**src/rtl/if_pkg.sv**
```systemverilog
`default_nettype none
// ============================================================================
// Module      : if_pkg
// Description : Shared types and constants for the instruction-fetch unit.
// Revision    : 1.0 - initial release
// ============================================================================
package if_pkg;

    typedef logic [1:0] fetch_state_t;

    localparam fetch_state_t IDLE = 2'd0;
    localparam fetch_state_t WAIT = 2'd1;
    localparam fetch_state_t DROP = 2'd2;

    typedef struct packed {
        logic [31:0] instr;
        logic [31:0] pc;
    } fetch_entry_t;

    localparam logic [31:0] PC_STEP   = 32'd4;
    localparam logic [31:0] NOP_INSTR = 32'h0000_0013;

    function automatic logic [31:0] align_word(input logic [31:0] addr);
        return {addr[31:2], 2'b00};
    endfunction

endpackage
`default_nettype wire

```
**src/rtl/if_fifo.sv**
```systemverilog
`default_nettype none
// ============================================================================
// Module      : if_fifo
// Description : Small synchronous FIFO of fetched {instr, pc} entries.
//               Flush wins over push and pop.
// Revision    : 1.0 - initial release
// ============================================================================
module if_fifo
    import if_pkg::*;
#(
    parameter  int DEPTH  = 2,
    localparam int ADDR_W = $clog2(DEPTH),
    localparam int CNT_W  = $clog2(DEPTH) + 1
) (
    input  logic             i_clk,
    input  logic             i_rst,
    input  logic             i_push,
    input  fetch_entry_t     i_wdata,
    input  logic             i_pop,
    input  logic             i_flush,
    output fetch_entry_t     o_rdata,
    output logic             o_full,
    output logic             o_empty,
    output logic [CNT_W-1:0] o_count
);

    fetch_entry_t      r_mem [DEPTH];
    logic [ADDR_W-1:0] r_rd_ptr;
    logic [ADDR_W-1:0] r_wr_ptr;
    logic [CNT_W-1:0]  r_count;
    logic              w_do_push;
    logic              w_do_pop;

    assign o_full    = (r_count == CNT_W'(DEPTH));
    assign o_empty   = (r_count == '0);
    assign o_count   = r_count;
    assign o_rdata   = r_mem[r_rd_ptr];
    assign w_do_pop  = i_pop & ~o_empty;
    // A full FIFO still takes a push when the head leaves in the same cycle.
    assign w_do_push = i_push & (~o_full | w_do_pop);

    always_ff @(posedge i_clk) begin
        if (i_rst) begin
            r_rd_ptr <= '0;
            r_wr_ptr <= '0;
            r_count  <= '0;
            for (int i = 0; i < DEPTH; i++) begin
                r_mem[i] <= '0;
            end
        end else if (i_flush) begin
            r_rd_ptr <= '0;
            r_wr_ptr <= '0;
            r_count  <= '0;
        end else begin
            if (w_do_push) begin
                r_mem[r_wr_ptr] <= i_wdata;
                r_wr_ptr        <= r_wr_ptr + ADDR_W'(1);
            end
            if (w_do_pop) begin
                r_rd_ptr <= r_rd_ptr + ADDR_W'(1);
            end
            case ({w_do_push, w_do_pop})
                2'b10:   r_count <= r_count + CNT_W'(1);
                2'b01:   r_count <= r_count - CNT_W'(1);
                default: r_count <= r_count;
            endcase
        end
    end

endmodule
`default_nettype wire

```
**src/rtl/if_fetch.sv**
```systemverilog
`default_nettype none
// ============================================================================
// Module      : if_fetch
// Description : Instruction-fetch unit: owns the PC, issues one outstanding
//               word fetch at a time and buffers responses toward decode.
//               Optional misaligned-redirect trap: IF_FETCH_MISALIGN_TRAP_EN.
// Revision    : 1.0 - initial release
// ============================================================================
module if_fetch
    import if_pkg::*;
#(
    parameter logic [31:0] RESET_PC   = 32'h0000_0000,
    parameter int          FIFO_DEPTH = 2
) (
`ifdef IF_FETCH_MISALIGN_TRAP_EN
    output logic        o_misaligned,
`endif
    input  logic        i_clk,
    input  logic        i_reset,
    output logic        o_imemReq,
    output logic [31:0] o_imemAddr,
    input  logic        i_imemReady,
    input  logic        i_imemValid,
    input  logic [31:0] i_imemInstr,
    input  logic        i_PCSrc,
    input  logic [31:0] i_branchTarget,
    output logic        o_valid,
    output logic [31:0] o_instr,
    output logic [31:0] o_instrPC,
    input  logic        i_ready
);

    localparam int               CNT_W   = $clog2(FIFO_DEPTH) + 1;
    localparam logic [CNT_W-1:0] c_DEPTH = CNT_W'(FIFO_DEPTH);

    fetch_state_t     r_state;
    logic [31:0]      r_pc;
    logic [31:0]      r_req_pc;
    logic             w_accept;
    logic             w_push;
    logic             w_pop;
    logic             w_full;
    logic             w_empty;
    logic             w_stop;
    logic [CNT_W-1:0] w_count;
    fetch_entry_t     w_wdata;
    fetch_entry_t     w_head;

`ifdef IF_FETCH_MISALIGN_TRAP_EN
    logic r_misaligned;
    logic w_trap_set;

    assign w_trap_set   = i_PCSrc & (i_branchTarget[1:0] != 2'b00);
    assign w_stop       = r_misaligned;
    assign o_misaligned = r_misaligned;

    always_ff @(posedge i_clk) begin
        if (i_reset) begin
            r_misaligned <= 1'b0;
        end else if (w_trap_set) begin
            r_misaligned <= 1'b1;
        end
    end
`else
    assign w_stop = 1'b0;
`endif

    // Credit check on the count before any same-cycle pop keeps the FIFO
    // from ever overflowing with one fetch in flight.
    assign o_imemReq  = ~i_reset & ~i_PCSrc & ~w_stop
                      & (r_state == IDLE) & (w_count < c_DEPTH);
    assign o_imemAddr = r_pc;
    assign w_accept   = o_imemReq & i_imemReady;
    assign w_pop      = ~w_empty & i_ready;
    assign w_push     = i_imemValid & (r_state == WAIT) & ~i_PCSrc
                      & (~w_full | w_pop);
    assign w_wdata    = '{instr: i_imemInstr, pc: r_req_pc};

    assign o_valid    = ~w_empty;
    assign o_instr    = w_head.instr;
    assign o_instrPC  = w_head.pc;

    always_ff @(posedge i_clk) begin
        if (i_reset) begin
            r_state  <= IDLE;
            r_pc     <= RESET_PC;
            r_req_pc <= '0;
        end else begin
            if (i_PCSrc) begin
                r_pc <= align_word(i_branchTarget);
            end else if (w_accept) begin
                r_pc     <= r_pc + PC_STEP;
                r_req_pc <= r_pc;
            end
            // A response landing with a redirect is consumed and discarded,
            // so the machine returns to IDLE rather than entering DROP.
            case (r_state)
                IDLE: begin
                    if (w_accept) begin
                        r_state <= WAIT;
                    end
                end
                WAIT: begin
                    if (i_imemValid) begin
                        r_state <= IDLE;
                    end else if (i_PCSrc) begin
                        r_state <= DROP;
                    end
                end
                DROP: begin
                    if (i_imemValid) begin
                        r_state <= IDLE;
                    end
                end
                default: r_state <= IDLE;
            endcase
        end
    end

    if_fifo #(
        .DEPTH (FIFO_DEPTH)
    ) u_fifo (
        .i_clk   (i_clk),
        .i_rst   (i_reset),
        .i_push  (w_push),
        .i_wdata (w_wdata),
        .i_pop   (w_pop),
        .i_flush (i_PCSrc),
        .o_rdata (w_head),
        .o_full  (w_full),
        .o_empty (w_empty),
        .o_count (w_count)
    );

endmodule
`default_nettype wire

```
**config.mk**
```make
export PLATFORM = sky130hd
export DESIGN_NAME = if_fetch
export DESIGN_NICKNAME = d
export VERILOG_FILES = /design/src/rtl/if_pkg.sv /design/src/rtl/if_fifo.sv /design/src/rtl/if_fetch.sv
export SDC_FILE = /design/constraint.sdc
export NUM_CORES = 1
export LEC_CHECK = 0
export ABC_CLOCK_PERIOD_IN_PS = 4100
export CAP_MARGIN = 20
export CORE_ASPECT_RATIO = 0.75
export CORE_MARGIN = 8
export CORE_UTILIZATION = 30
export CTS_CLUSTER_DIAMETER = 80
export DETAILED_ROUTE_END_ITERATION = 10
export SYNTH_ARGS = -nofsm -noshare
export SYNTH_HDL_FRONTEND = slang
export SYNTH_SLANG_ARGS = --single-unit
export TNS_END_PERCENT = 5
```
**constraint.sdc**
```tcl
create_clock -name i_clk -period 4.1 [get_ports i_clk]
set_input_delay 0.41 -clock i_clk [delete_from_list [all_inputs] [get_ports i_clk]]
set_output_delay 0.41 -clock i_clk [all_outputs]
set_load 0.01 [all_outputs]
```
==> metrics.cfg, run 1 <==
[status]
status=finished clean

[sta]
grt_setup_unrepaired=false
tns_ns=0
slew_violations=0
maxSlewHeadroom_pct=36.1
min_period_ns=2.85
report.final.hold_viol_count=0
setup_viol=0
worst_pin_slew_ns=0.958
clock.fmax_ghz=0.351
finalCritPeriodShare_pct=69.5
fin_skew_ns=0.0136

[layout]
mostFrequentLayoutCells=clkdlybuf4s50_1 (160), and2_1 (131), edfxtp_1 (124)
final_nets=952
nFillCells=2730
drive_gt1_share_pct=14.6
final_common_cell=clkdlybuf4s50_1
syn_to_final_growth_pct=31.2
diodes=0

[cts]
numCtsBuffers=17
cts_tree=done
cts.sinks=191
cts_buffer_depth=2
h-tree-depth=4
clkLatencyLatePin_ns=0.45
cts_root_buf=clkbuf_16
postCtsSetupBuffers=0
holdBufCountCts=0
clkTransAtPathRegs_ns=0.09
cts_resized=0

[critical_path]
reg2reg_slack_ns=1.84
worstPathMaxFanout=62
worstPathArrival_ns=2.44
rr_worst_depth=5
slowest_delay_ns=0.97
cp-end-kind=primary output
crit_type=flip-flop to primary output
worst_path_max_delay_cell=dfxtp_4
cp.required_ns=3.69
reg2reg_to=o_imemAddr[19]
r2r_start=u_fifo.o_count[1]
cp_cell_sequence=mux2_2 > clkdlybuf4s50_1
startpoint_type=flip-flop

[detailed_routing]
vias=5900
first_pass_iters=4
wl_um=22700
postRouteAntennaNets=0
drt_iter0_drc=404
wl_per_cell_um=17.8
avgViaCountPerCell=4.62
route.detailed.drc=0

[pwr]
power_density_mw_per_mm2=378
power.leakage_nw=3.87
fin_total_pwr_mw=4.22
peakVddDrop_v=0.000277

[global_route]
grt_overflow_total=0
antenna_found_initial=0
grt_pass1_vias=5999
grt_max_degree=63
track_usage_pct=13.5
grt_pass1_wl_um=35300

[die]
fp.dieW_um=210
core_mm2=0.0279
ioPinCount=168
die_area_mm2=0.0340
row_count=53
die_h_um=162
start_util_pct=30.4

[synthesis]
ys_ff_latch=191
ys_warn_count=0
synth.avg_cell_area_um2=11.6
async_reset_ff_share_pct=0
synth_area_leaders=edfxtp_1 (44%), dfxtp_1 (16%), and2_1 (9.6%)
synthCells=733
seq_area_frac_synth_pct=59.6
synth_top_area_share_pct=43.8
yosysTopAreaCell=edfxtp_1
ys.flop_type=edfxtp_1
synth-edff-count=124
synth_cell_types=57
syn_area_mm2=0.00849

[worst_hold_path]
hold_path.class=input port to flip-flop
hold_end=r_req_pc[31]
worst_hold_startpoint=i_reset
hold_depth=2

[place]
gp_congestion=0.803
hpwl_um=15200
io_buffers=161

[run]
drv_cap=0

worst max-delay path, delay by kind of cell, from the launching register on:
family / cells / cell delay (ns)
multiplexers: 1 / 0.41
flip-flops: 1 / 0.97
buffers and inverters: 1 / 0.57
Yosys cell counts (7+ instances only):
library cell and number:
clkbuf_1 37, o22ai_1 7, edfxtp_1 124, or3_1 7
nand3_1 11, nor2_1 18, nand2_1 95, inv_1 9
a31oi_1 17, nand4_1 7, and2_1 131, dfxtp_1 67
mux2_2 65, xnor2_1 9, a21oi_1 45
sequential cells by signal (all words and copies together) (netlist names), named ones only:
register	flops
o_imemAddr	30
r_req_pc	30
r_state	2
u_fifo.o_count	2
u_fifo.r_mem	124
u_fifo.r_rd_ptr	1
u_fifo.r_wr_ptr	1
worst max path at each step:
stage	start	to	cells past startpoint
after global placement	i_PCSrc	o_imemAddr[19]	6
after floorplan	i_PCSrc	u_fifo.r_mem[0][10]	3
final	flip-flop	o_instrPC[16]	2
after CTS	flip-flop	o_instrPC[16]	2
after global routing	flip-flop	o_instrPC[16]	2
after detailed placement	i_PCSrc	o_imemAddr[19]	6
through the flow:
step,setup WS (ns),instance area [µm²],cells,hold WS [ns],utilization [%]
after CTS,1.19,11100,1278,0.364,39.9
after global placement,1.37,10500,1246,0.450,37.7
after detailed placement,1.35,10500,1246,0.453,37.7
after global routing,1.15,11100,1278,0.382,39.9
after floorplan,1.19,8510,736,0.440,-
final,1.25,11100,1278,0.373,39.9
report_power, final:
part | leakage (nW) | total, mW | internal [mW] | switching [mW]
Sequential | 1.83 | 2.15 | 2.11 | 0.0470
Combinational | 1.74 | 0.337 | 0.178 | 0.160
Clock | 0.303 | 1.73 | 0.846 | 0.880
Total | 3.87 | 4.22 | 3.13 | 1.09
cell families (layout without fill, tap and decap cells):
group,Yosys count,after routing,synth area share [%]
AOI/OAI and AO/OA,97,97,6.87
xor gates and xnor gates,11,11,1.13
adders and majority gates,2,2,0.295
buffers and inverters,58,215,2.92
DFF,191,191,59.6
muxes,68,68,9.00
other,1,4,0.0442
and+or+nand+nor,305,305,20.1
layout make-up:
class | instances | area, µm² | area share, %
flip-flops and latches | 191 | 5070 | 45.5
repair buffers | 174 | 1700 | 15.3
inverters | 9 | 33.8 | 0.303
clock inverters | 15 | 201 | 1.81
well taps | 385 | 482 | 4.32
multi-input cells | 487 | 3230 | 29.0
clock buffers | 17 | 425 | 3.82
layer usage:
metal	global-route usage, %	part of all wire (%)	wire (µm)	up-vias
met3	4.14	7.4	1690	12
met1	18.1	47	10600	2865
met4	3.26	0.79	179	0
met5	0	0	0	-
li1	-	-	-	2888
met2	21.0	45	10200	135
Note: power is estimated with default switching activity, not from simulation.
==> run 2: changes to the inputs <==
Settings changed: ABC_CLOCK_PERIOD_IN_PS 4100 to 2850.
Clock period 4.1 ns to 2.85 ns, I/O delays scaled along.
==> metrics.cfg, run 2 (synthesis results as in run 1) <==
[cts]
h-tree-depth=4  ; unchanged
cts_buffer_depth=2  ; unchanged
postCtsSetupBuffers=0  ; unchanged
cts.sinks=191  ; unchanged
numCtsBuffers=17  ; unchanged
clkTransAtPathRegs_ns=0.08  ; about the same
clkLatencyLatePin_ns=0.44  ; about the same
cts_root_buf=clkbuf_16
holdBufCountCts=0  ; unchanged
cts_tree=done
cts_resized=0  ; unchanged

[run]
drv_cap=0  ; unchanged

[global_route]
track_usage_pct=13.3  ; -0.15 points
grt_overflow_total=0  ; unchanged
grt_max_degree=64  ; +1.6%
grt_pass1_vias=5919  ; -1.3%
grt_pass1_wl_um=34900  ; -1.2%
antenna_found_initial=0  ; unchanged

[layout]
final_common_cell=clkdlybuf4s50_1
mostFrequentLayoutCells=clkdlybuf4s50_1 (160), and2_1 (131), edfxtp_1 (124)
nFillCells=2648  ; -3.0%
largest_reg_flops=124  ; unchanged
ff_latch_area_mm2=0.00507  ; unchanged
final_nets=959  ; +0.74%
finalInstanceArea_mm2=0.0113  ; +1.0%
multi_input_area_mm2=0.00323  ; unchanged
regMostFlops=u_fifo.r_mem
diodes=0  ; unchanged
syn_to_final_growth_pct=32.6
drive_gt1_share_pct=15.2  ; +0.66 points

[place]
placed_area_mm2=0.0106  ; +1.2%
io_buffers=161  ; unchanged
gp_congestion=0.796  ; -0.85%
hpwl_um=15600  ; +2.4%

[worst_hold_path]
hold_depth=3  ; +1
worst_hold_startpoint=i_branchTarget[15]
hold_path.class=input port to flip-flop

[sta]
min_period_ns=2.50
setup_viol=0  ; unchanged
report.final.hold_viol_count=0  ; unchanged
fin_skew_ns=0.0202  ; +0.00658 ns
maxSlewHeadroom_pct=54.1  ; +18 points
slew_violations=0  ; unchanged
clock.fmax_ghz=0.399
grt_setup_unrepaired=false
finalCritPeriodShare_pct=87.8
worst_pin_slew_ns=0.689  ; -0.269 ns
tns_ns=0  ; unchanged

[critical_path]
crit_type=flip-flop to primary output
worstPathMaxFanout=30  ; -52%
rr_worst_depth=5  ; unchanged
worstPathArrival_ns=2.22  ; -0.22 ns
cp.required_ns=2.57  ; -1.12 ns
cp-end-kind=primary output
startpoint_type=flip-flop
r2r_start=u_fifo.o_count[1]

[die]
die_area_mm2=0.0340  ; unchanged
ioPinCount=168  ; unchanged
fp.dieW_um=210  ; unchanged
core_mm2=0.0279  ; unchanged
row_count=53  ; unchanged
die_h_um=162  ; unchanged
start_util_pct=30.4  ; unchanged

[status]
status=finished clean

[detailed_routing]
wl_um=22400  ; -1.2%
vias=5868  ; -0.54%
first_pass_iters=4  ; unchanged
postRouteAntennaNets=0  ; unchanged
wl_per_cell_um=17.5  ; -1.8%
route.detailed.drc=0  ; unchanged
avgViaCountPerCell=4.57  ; -1.1%
drt_iter0_drc=394  ; -2.5%

[pwr]
peakVddDrop_v=0.000388  ; +40%
power.leakage_nw=3.92  ; +1.3%
power_density_mw_per_mm2=536  ; +42%
fin_total_pwr_mw=6.03  ; +43%

-- run 2: changes by cell type in the layout (fill, tap and decap cells not counted) --
cell	before	now
clkinv_4	0	2
buf_4	13	14
clkinvlp_4	0	1
inv_6	3	1
buf_12	0	6
clkinv_8	6	5
inv_8	4	5
inv_12	2	1
-- run 2: critical path: stages (launching register included) --
cell,delay [ns]
dfxtp_4,0.68
buf_12,0.24
mux2_2,0.36
clkdlybuf4s50_1,0.50
-- run 2: power by group --
group	leakage, nW	switching (mW)	total [mW]	internal [mW]
Combinational	1.80	0.229	0.496	0.267
Clock	0.294	1.23	2.44	1.20
Sequential	1.83	0.0691	3.10	3.03
Total	3.92	1.53	6.03	4.50
-- run 2: layout make-up --
class / instances / area share, %
Tap cell: 385 / 4.28
Inverter: 9 / 0.300
Multi-Input combinational cell: 487 / 28.7
Clock buffer: 17 / 3.78
Timing Repair Buffer: 181 / 16.3
Clock inverter: 15 / 1.67
Sequential cell: 191 / 45.0
-- run 2: layer usage --
| layer | part of all wire, % | wire length, µm | GRT usage (%) |
|---|---|---|---|
| met5 | 0 | 0 | 0 |
| met4 | 0.49 | 110 | 3.07 |
| met3 | 6.1 | 1370 | 4.04 |
| met2 | 45 | 10100 | 20.2 |
| met1 | 48 | 10800 | 18.4 |
-- run 2: stage by stage --
| step | worst slack, ns | hold WS (ns) | utilization (%) | std cells |
|---|---|---|---|---|
| after floorplan | 0.0417 | 0.361 | - | 736 |
| after global placement | 0.327 | 0.454 | 38.1 | 1253 |
| after detailed placement | 0.293 | 0.459 | 38.1 | 1253 |
| after CTS | 0.266 | 0.379 | 40.3 | 1285 |
| after global routing | 0.209 | 0.400 | 40.3 | 1285 |
| final | 0.346 | 0.405 | 40.3 | 1285 |
-- run 2: worst paths after layout --
check / slack, ns / end
max: 0.35 / o_instr[15]
max reg2reg: 0.61 / o_imemAddr[19]
min reg2reg: 0.46 / r_req_pc[27]
min: 0.40 / o_imemAddr[15]
